### src/rtl/ram_arbiter_pkg.sv
// Shared constants and types for the RAM arbiter and its round-robin core.
package ram_arbiter_pkg;

  localparam int unsigned MAX_REQ  = 8;
  localparam int unsigned GNT_ID_W = 3;
  localparam int unsigned CNT_W    = 16;

  typedef logic [GNT_ID_W-1:0] gnt_id_t;

  // Read-return tracking stage: read flag plus the id of the requester it belongs to.
  typedef struct packed {
    logic    rd;
    gnt_id_t id;
  } rd_stage_t;

endpackage

### src/rtl/ram_arbiter_rr.sv
// rr_arbiter: round-robin arbiter, one-hot grant computed combinationally from the
// request vector and the last-grant pointer.
module rr_arbiter
  import ram_arbiter_pkg::*;
#(
  parameter int unsigned NUM_REQ = 2
) (
  input  logic               clk,
  input  logic               rst,
  input  logic [NUM_REQ-1:0] req,
  output logic [NUM_REQ-1:0] grant_c,
  output gnt_id_t            gnt_id_c,
  output logic               gnt_any_c
);

  localparam int unsigned IDX_W = (NUM_REQ > 1) ? $clog2(NUM_REQ) : 1;
  localparam int unsigned SH_W  = IDX_W + 1;

  logic [IDX_W-1:0]   ptr_q;
  logic [NUM_REQ-1:0] req_m;
  logic [NUM_REQ-1:0] rot_req;
  logic [NUM_REQ-1:0] rot_gnt;
  logic [SH_W-1:0]    sh;

  // Nothing is granted while reset is held.
  assign req_m     = rst ? '0 : req;
  assign gnt_any_c = |req_m;

  // Rotate so bit 0 is the requester right after the last grantee, take the
  // lowest set bit, then rotate the winner back into requester order.
  assign sh      = {1'b0, ptr_q} + SH_W'(1);
  assign rot_req = NUM_REQ'({req_m, req_m} >> sh);
  assign rot_gnt = rot_req & (~rot_req + NUM_REQ'(1));
  assign grant_c = NUM_REQ'(({rot_gnt, rot_gnt} << sh) >> NUM_REQ);

  // One-hot to binary grant id.
  for (genvar b = 0; b < GNT_ID_W; b++) begin : g_enc
    logic [NUM_REQ-1:0] sel;
    for (genvar i = 0; i < NUM_REQ; i++) begin : g_sel
      localparam bit HAS_BIT = ((i >> b) & 1) != 0;
      assign sel[i] = grant_c[i] & HAS_BIT;
    end
    assign gnt_id_c[b] = |sel;
  end

  // Last-grant pointer; reset value makes requester 0 the first winner.
  always_ff @(posedge clk) begin
    if (rst) begin
      ptr_q <= IDX_W'(NUM_REQ - 1);
    end else if (gnt_any_c) begin
      ptr_q <= IDX_W'(gnt_id_c);
    end
  end

endmodule

### src/rtl/ram_arbiter.sv
// ram_arbiter: shares one RAM port among NUM_REQ requesters with round-robin
// arbitration and routes read data back as a one-hot response strobe.
// Optional feature macro RAM_ARBITER_STATS_EN adds per-requester saturating
// grant counters on output grant_cnt.
module ram_arbiter
  import ram_arbiter_pkg::*;
#(
  parameter int unsigned NUM_REQ    = 2,
  parameter int unsigned ADDR_WIDTH = 8,
  parameter int unsigned DATA_WIDTH = 32,
  parameter int unsigned RDELAY     = 1
) (
  input  logic                          clk,
  input  logic                          rst,
  input  logic [NUM_REQ-1:0]            req_valid,
  input  logic [NUM_REQ-1:0]            req_we,
  input  logic [NUM_REQ*ADDR_WIDTH-1:0] req_addr,
  input  logic [NUM_REQ*DATA_WIDTH-1:0] req_wdata,
  output logic [NUM_REQ-1:0]            req_ready,
  output logic [NUM_REQ-1:0]            rsp_valid,
  output logic [DATA_WIDTH-1:0]         rsp_data,
  output logic                          ram_en,
  output logic                          ram_we,
  output logic [ADDR_WIDTH-1:0]         ram_addr,
  output logic [DATA_WIDTH-1:0]         ram_wdata,
  input  logic [DATA_WIDTH-1:0]         ram_data,
  input  logic                          ram_valid
`ifdef RAM_ARBITER_STATS_EN
  ,
  output logic [NUM_REQ*CNT_W-1:0]      grant_cnt
`endif
);

  logic [NUM_REQ-1:0] grant_c;
  gnt_id_t            gnt_id_c;
  logic               gnt_any_c;
  logic               rsp_hit_c;
  gnt_id_t            rsp_id_c;

  rr_arbiter #(
    .NUM_REQ (NUM_REQ)
  ) u_rr (
    .clk       (clk),
    .rst       (rst),
    .req       (req_valid),
    .grant_c   (grant_c),
    .gnt_id_c  (gnt_id_c),
    .gnt_any_c (gnt_any_c)
  );

  assign req_ready = grant_c;
  assign ram_en    = gnt_any_c;
  assign ram_we    = |(grant_c & req_we);

  // Grant-selected address, AND-OR muxed bit by bit.
  for (genvar a = 0; a < ADDR_WIDTH; a++) begin : g_addr
    logic [NUM_REQ-1:0] col;
    for (genvar i = 0; i < NUM_REQ; i++) begin : g_req
      assign col[i] = grant_c[i] & req_addr[i*ADDR_WIDTH + a];
    end
    assign ram_addr[a] = |col;
  end

  // Grant-selected write data, AND-OR muxed bit by bit.
  for (genvar d = 0; d < DATA_WIDTH; d++) begin : g_wdata
    logic [NUM_REQ-1:0] col;
    for (genvar i = 0; i < NUM_REQ; i++) begin : g_req
      assign col[i] = grant_c[i] & req_wdata[i*DATA_WIDTH + d];
    end
    assign ram_wdata[d] = |col;
  end

  if (RDELAY == 1) begin : g_rd_reg
    rd_stage_t rd_q;

    // Track this cycle's read grant so the RAM return one cycle later can be routed.
    always_ff @(posedge clk) begin
      if (rst) begin
        rd_q <= '0;
      end else begin
        rd_q.rd <= gnt_any_c & ~ram_we;
        rd_q.id <= gnt_id_c;
      end
    end

    assign rsp_hit_c = rd_q.rd & ram_valid & ~rst;
    assign rsp_id_c  = rd_q.id;
  end else begin : g_rd_comb
    assign rsp_hit_c = gnt_any_c & ~ram_we & ram_valid;
    assign rsp_id_c  = gnt_id_c;
  end

  // Steer the response strobe to the requester that issued the read.
  for (genvar i = 0; i < NUM_REQ; i++) begin : g_rsp
    assign rsp_valid[i] = rsp_hit_c & (rsp_id_c == GNT_ID_W'(i));
  end

  assign rsp_data = rsp_hit_c ? ram_data : '0;

`ifdef RAM_ARBITER_STATS_EN
  for (genvar i = 0; i < NUM_REQ; i++) begin : g_cnt
    logic [CNT_W-1:0] cnt_q;

    // Count grants to requester i, holding at all-ones.
    always_ff @(posedge clk) begin
      if (rst) begin
        cnt_q <= '0;
      end else if (grant_c[i] && (cnt_q != '1)) begin
        cnt_q <= cnt_q + CNT_W'(1);
      end
    end

    assign grant_cnt[i*CNT_W +: CNT_W] = cnt_q;
  end
`endif

endmodule

### config.mk
export PLATFORM = sky130hd
export DESIGN_NAME = ram_arbiter
export DESIGN_NICKNAME = d
export VERILOG_FILES = /design/src/rtl/ram_arbiter_pkg.sv /design/src/rtl/ram_arbiter_rr.sv /design/src/rtl/ram_arbiter.sv
export SDC_FILE = /design/constraint.sdc
export NUM_CORES = 1
export LEC_CHECK = 0
export CELL_PAD_IN_SITES_DETAIL_PLACEMENT = 0
export CELL_PAD_IN_SITES_GLOBAL_PLACEMENT = 1
export CORE_MARGIN = 4
export CORE_UTILIZATION = 10
export CTS_CLUSTER_SIZE = 10
export DETAILED_ROUTE_END_ITERATION = 10
export PLACE_DENSITY = 0.83
export SLEW_MARGIN = 20
export SYNTH_ARGS = -nofsm -noshare
export SYNTH_HDL_FRONTEND = slang
export SYNTH_SLANG_ARGS = --single-unit
### constraint.sdc
create_clock -name clk -period 1.3 [get_ports clk]
set_input_delay 0.325 -clock clk [delete_from_list [all_inputs] [get_ports clk]]
set_output_delay 0.325 -clock clk [all_outputs]
set_load 0.01 [all_outputs]
==> results.yml <==
status:
  status: "finished, violations left"
  violated_checks: "negative setup slack"
sta:
  timing.slew.headroom_pct: 86.0
  setup_viol: 77
  drv_slew: 0
  setup_slack_ns: -0.415
  tightestPinTransition_ns: 0.211
  rsz_0062_raised_after_global_routing: "yes"
  layout_worst_path_cycle_share_pct: 132
  final.min_clock_period_ns: 1.72
  clock-skew-final_ns: 0.00200
  timing_hold_violations_final: 0
  timing.fmax_mhz: 583
clock_network:
  cts_num_sinks: 3
  tritoncts.num_buffers: 3
  htreeDepth: 1
  clock_insertion_delay_worst_skew_ns: 0.21
  clock-root-buffer: "sky130_fd_sc_hd__clkbuf_8"
  maximum_clock_path_buffer_count: 2
  clkTransAtPathRegs_ns: 0.03
  tritoncts: "yes"
routing:
  drt-pass1-iter-count: 4
  post_drt_via_cell_ratio: 4.18
  detail_route.wl_per_cell_um: 16.0
  wirelength_um: 8200
  ant_nets: 0
  drt_iter0_drc: 59
  num_vias: 2135
  drcViolationCount: 0
grt:
  grt_antenna_before_repair: 1
  grt_first_pass_wirelength_um: 11800
  number_of_global_route_vias_before_repair: 2242
  grt_usage_pct: 11.9
  grt_max_degree: 18
  overflow_left_after_global_routing: 0
finish:
  multiInputGateArea_um2: 1030
  final_common_cell: "sky130_fd_sc_hd__clkdlybuf4s50_1"
  layout_area_overhead_pct: 246
  antenna_cells: 0
  post_route_cells_drive_above_1_share_pct: 48.0
  sequential_cell_area_um2: 62.6
  postLayoutCoreUtil_pct: 35.5
  nNetsFinal: 495
  design_area_um2: 3670
  final_cell_mix: "114 x sky130_fd_sc_hd__clkdlybuf4s50_1, 46 x sky130_fd_sc_hd__buf_2, 43 x sky130_fd_sc_hd__nor2_1"
  fillCellCount: 1060
synth:
  synth_seq_area_share_pct: 5.67
  ys_ff_latch: 3
  synth_top_cell_area_share_pct: 33.9
  yosysUniqueCellTypes: 17
  yosysWarningCount: 0
  synthCells: 158
  synth.net_count: 277
  synth_largest_area_cell: "sky130_fd_sc_hd__a32oi_1"
  synthesis.area_per_instance_um2: 6.70
  synthesis.area_um2: 1060
  synth.top_cells.by_area: "sky130_fd_sc_hd__a32oi_1 34%, sky130_fd_sc_hd__and2_1 20%, sky130_fd_sc_hd__nor2_1 16%"
place:
  worst_setup_slack_before_clock_tree_synthesis_ns: -1.21
  routabilityCongestion: 0.781
  place_hpwl_um: 5630
  placedInstanceArea_um2: 3190
  place.port_buffers: 196
critical_path:
  cp_max_fo: 14
  arrival_time_reported_for_the_critical_path_endpoint_ns: 1.39
  critical-path-max-stage-delay_ns: 0.33
  timing_worst_setup_path_type: "reg -> out"
  bufs_and_invs_on_worst_path: 3
  cp.required_ns: 0.98
  crit_path_cell_trace: "nand2b_4, buf_12, buf_16, a32oi_2, nor2_1, buf_2"
  cell_class_contributing_the_biggest_share_of_worst_path_delay: "buffers and inverters"
  critPathCaptureType: "output port"
  critPathLaunchType: "flip-flop"
  cp_slowest_cell: "sky130_fd_sc_hd__dfxtp_2"
floorplan:
  io_pins: 197
  die_area_um2: 12300
  die_wd_um: 111
  core_um2: 10300
  die-height_um: 111
  initial_core_util_pct: 10.3
  num_rows: 37
power:
  power_density_nw_per_um2: 396
  p_leak_nw: 1.60
  vdd_ir_drop_max_uv: 156
flow_run:
  max_cap_viol_count: 0
hold_path:
  min_path_type: "reg -> reg"
-- layout make-up --
cell class / count / share of cell area, %
Timing Repair Buffer: 236 / 64.3
Multi-Input combinational cell: 131 / 28.0
Tap cell: 136 / 4.64
Sequential cell: 3 / 1.71
Clock buffer: 4 / 1.23
Inverter: 1 / 0.102
-- per-layer routing --
layer / wire [um] / track usage (%)
met5: 13 / 0
met4: 212 / 4.11
met3: 494 / 2.57
met2: 4360 / 21.8
met1: 3120 / 13.6
-- worst register-to-register path, delay by kind of cell, from the launching register on --
kind	cells	cell delay, ns
flops	1	0.35
compound gates	1	0.20
buf+inv	3	0.38
simple gates	2	0.21
-- synthesized netlist by cell type --
| cell | count |
|---|---|
| sky130_fd_sc_hd__nor2_2 | 1 |
| sky130_fd_sc_hd__clkbuf_1 | 5 |
| sky130_fd_sc_hd__a21oi_1 | 1 |
| sky130_fd_sc_hd__inv_1 | 1 |
| sky130_fd_sc_hd__and2_1 | 33 |
| sky130_fd_sc_hd__buf_4 | 4 |
| sky130_fd_sc_hd__nor2_1 | 45 |
| sky130_fd_sc_hd__a21boi_4 | 1 |
| sky130_fd_sc_hd__o31ai_1 | 1 |
| sky130_fd_sc_hd__nor3_1 | 1 |
| sky130_fd_sc_hd__a32oi_1 | 41 |
| sky130_fd_sc_hd__nand2_1 | 4 |
| sky130_fd_sc_hd__and2b_1 | 2 |
| sky130_fd_sc_hd__buf_2 | 4 |
| sky130_fd_sc_hd__buf_6 | 10 |
| sky130_fd_sc_hd__dfxtp_1 | 3 |
| sky130_fd_sc_hd__nand2b_1 | 1 |
-- power by group --
group          switching, mW  internal [mW]  leakage, nW  total, mW
logic                  0.393          0.683         1.55       1.08
clock network         0.0607          0.209       0.0228      0.270
registers            0.00493          0.100       0.0250      0.105
-- worst paths after layout --
path | cells after the start | slack (ns) | start | endpoint
max | 6 | -0.42 | u_rr.ptr_q$_SDFFE_PP1N_ | ram_we
min | 2 | 0.50 | u_rr.ptr_q$_SDFFE_PP1N_ | u_rr.ptr_q$_SDFFE_PP1N_
max reg2reg | 6 | 0.07 | u_rr.ptr_q$_SDFFE_PP1N_ | g_rd_reg.rd_q[3]$_SDFF_PP0_
min reg2reg | 2 | 0.50 | u_rr.ptr_q$_SDFFE_PP1N_ | u_rr.ptr_q$_SDFFE_PP1N_
-- kinds of logic (layout without fill, tap and decap cells) --
kind of cell | count (synthesis) | count (layout) | synth area share [%]
AND/OR/NAND/NOR | 87 | 87 | 40.0
AO/OA/AOI/OAI | 44 | 44 | 36.9
buffers and inverters | 24 | 241 | 17.5
flip-flops | 3 | 3 | 5.67
-- metrics by stage --
stage | power (mW) | instances | hold WS (ns) | TNS, ns
finish | 1.45 | 511 | 0.502 | -22.71
global route | 1.55 | 511 | 0.557 | -27.40
CTS | 1.44 | 512 | 0.503 | -25.41
detailed placement | 1.04 | 484 | 0.551 | -78.67
global placement | 1.03 | 484 | 0.538 | -76.47
floorplan | 0.419 | 158 | 0.425 | -3.23
-- repair_timing --
action,CTS,global route
hold buffers,0,0
setup endpoints to repair,80,77
cloned,9,0
pin swaps,41,21
resized for setup,402,40
setup buffers,16,3
-- registers in the layout (all words and copies together), names as in the netlist --
register,flops
rsp_id_c,1
u_rr.ptr_q,1
g_rd_reg.rd_q,1
No activity file was read; power rests on OpenSTA's default activity.
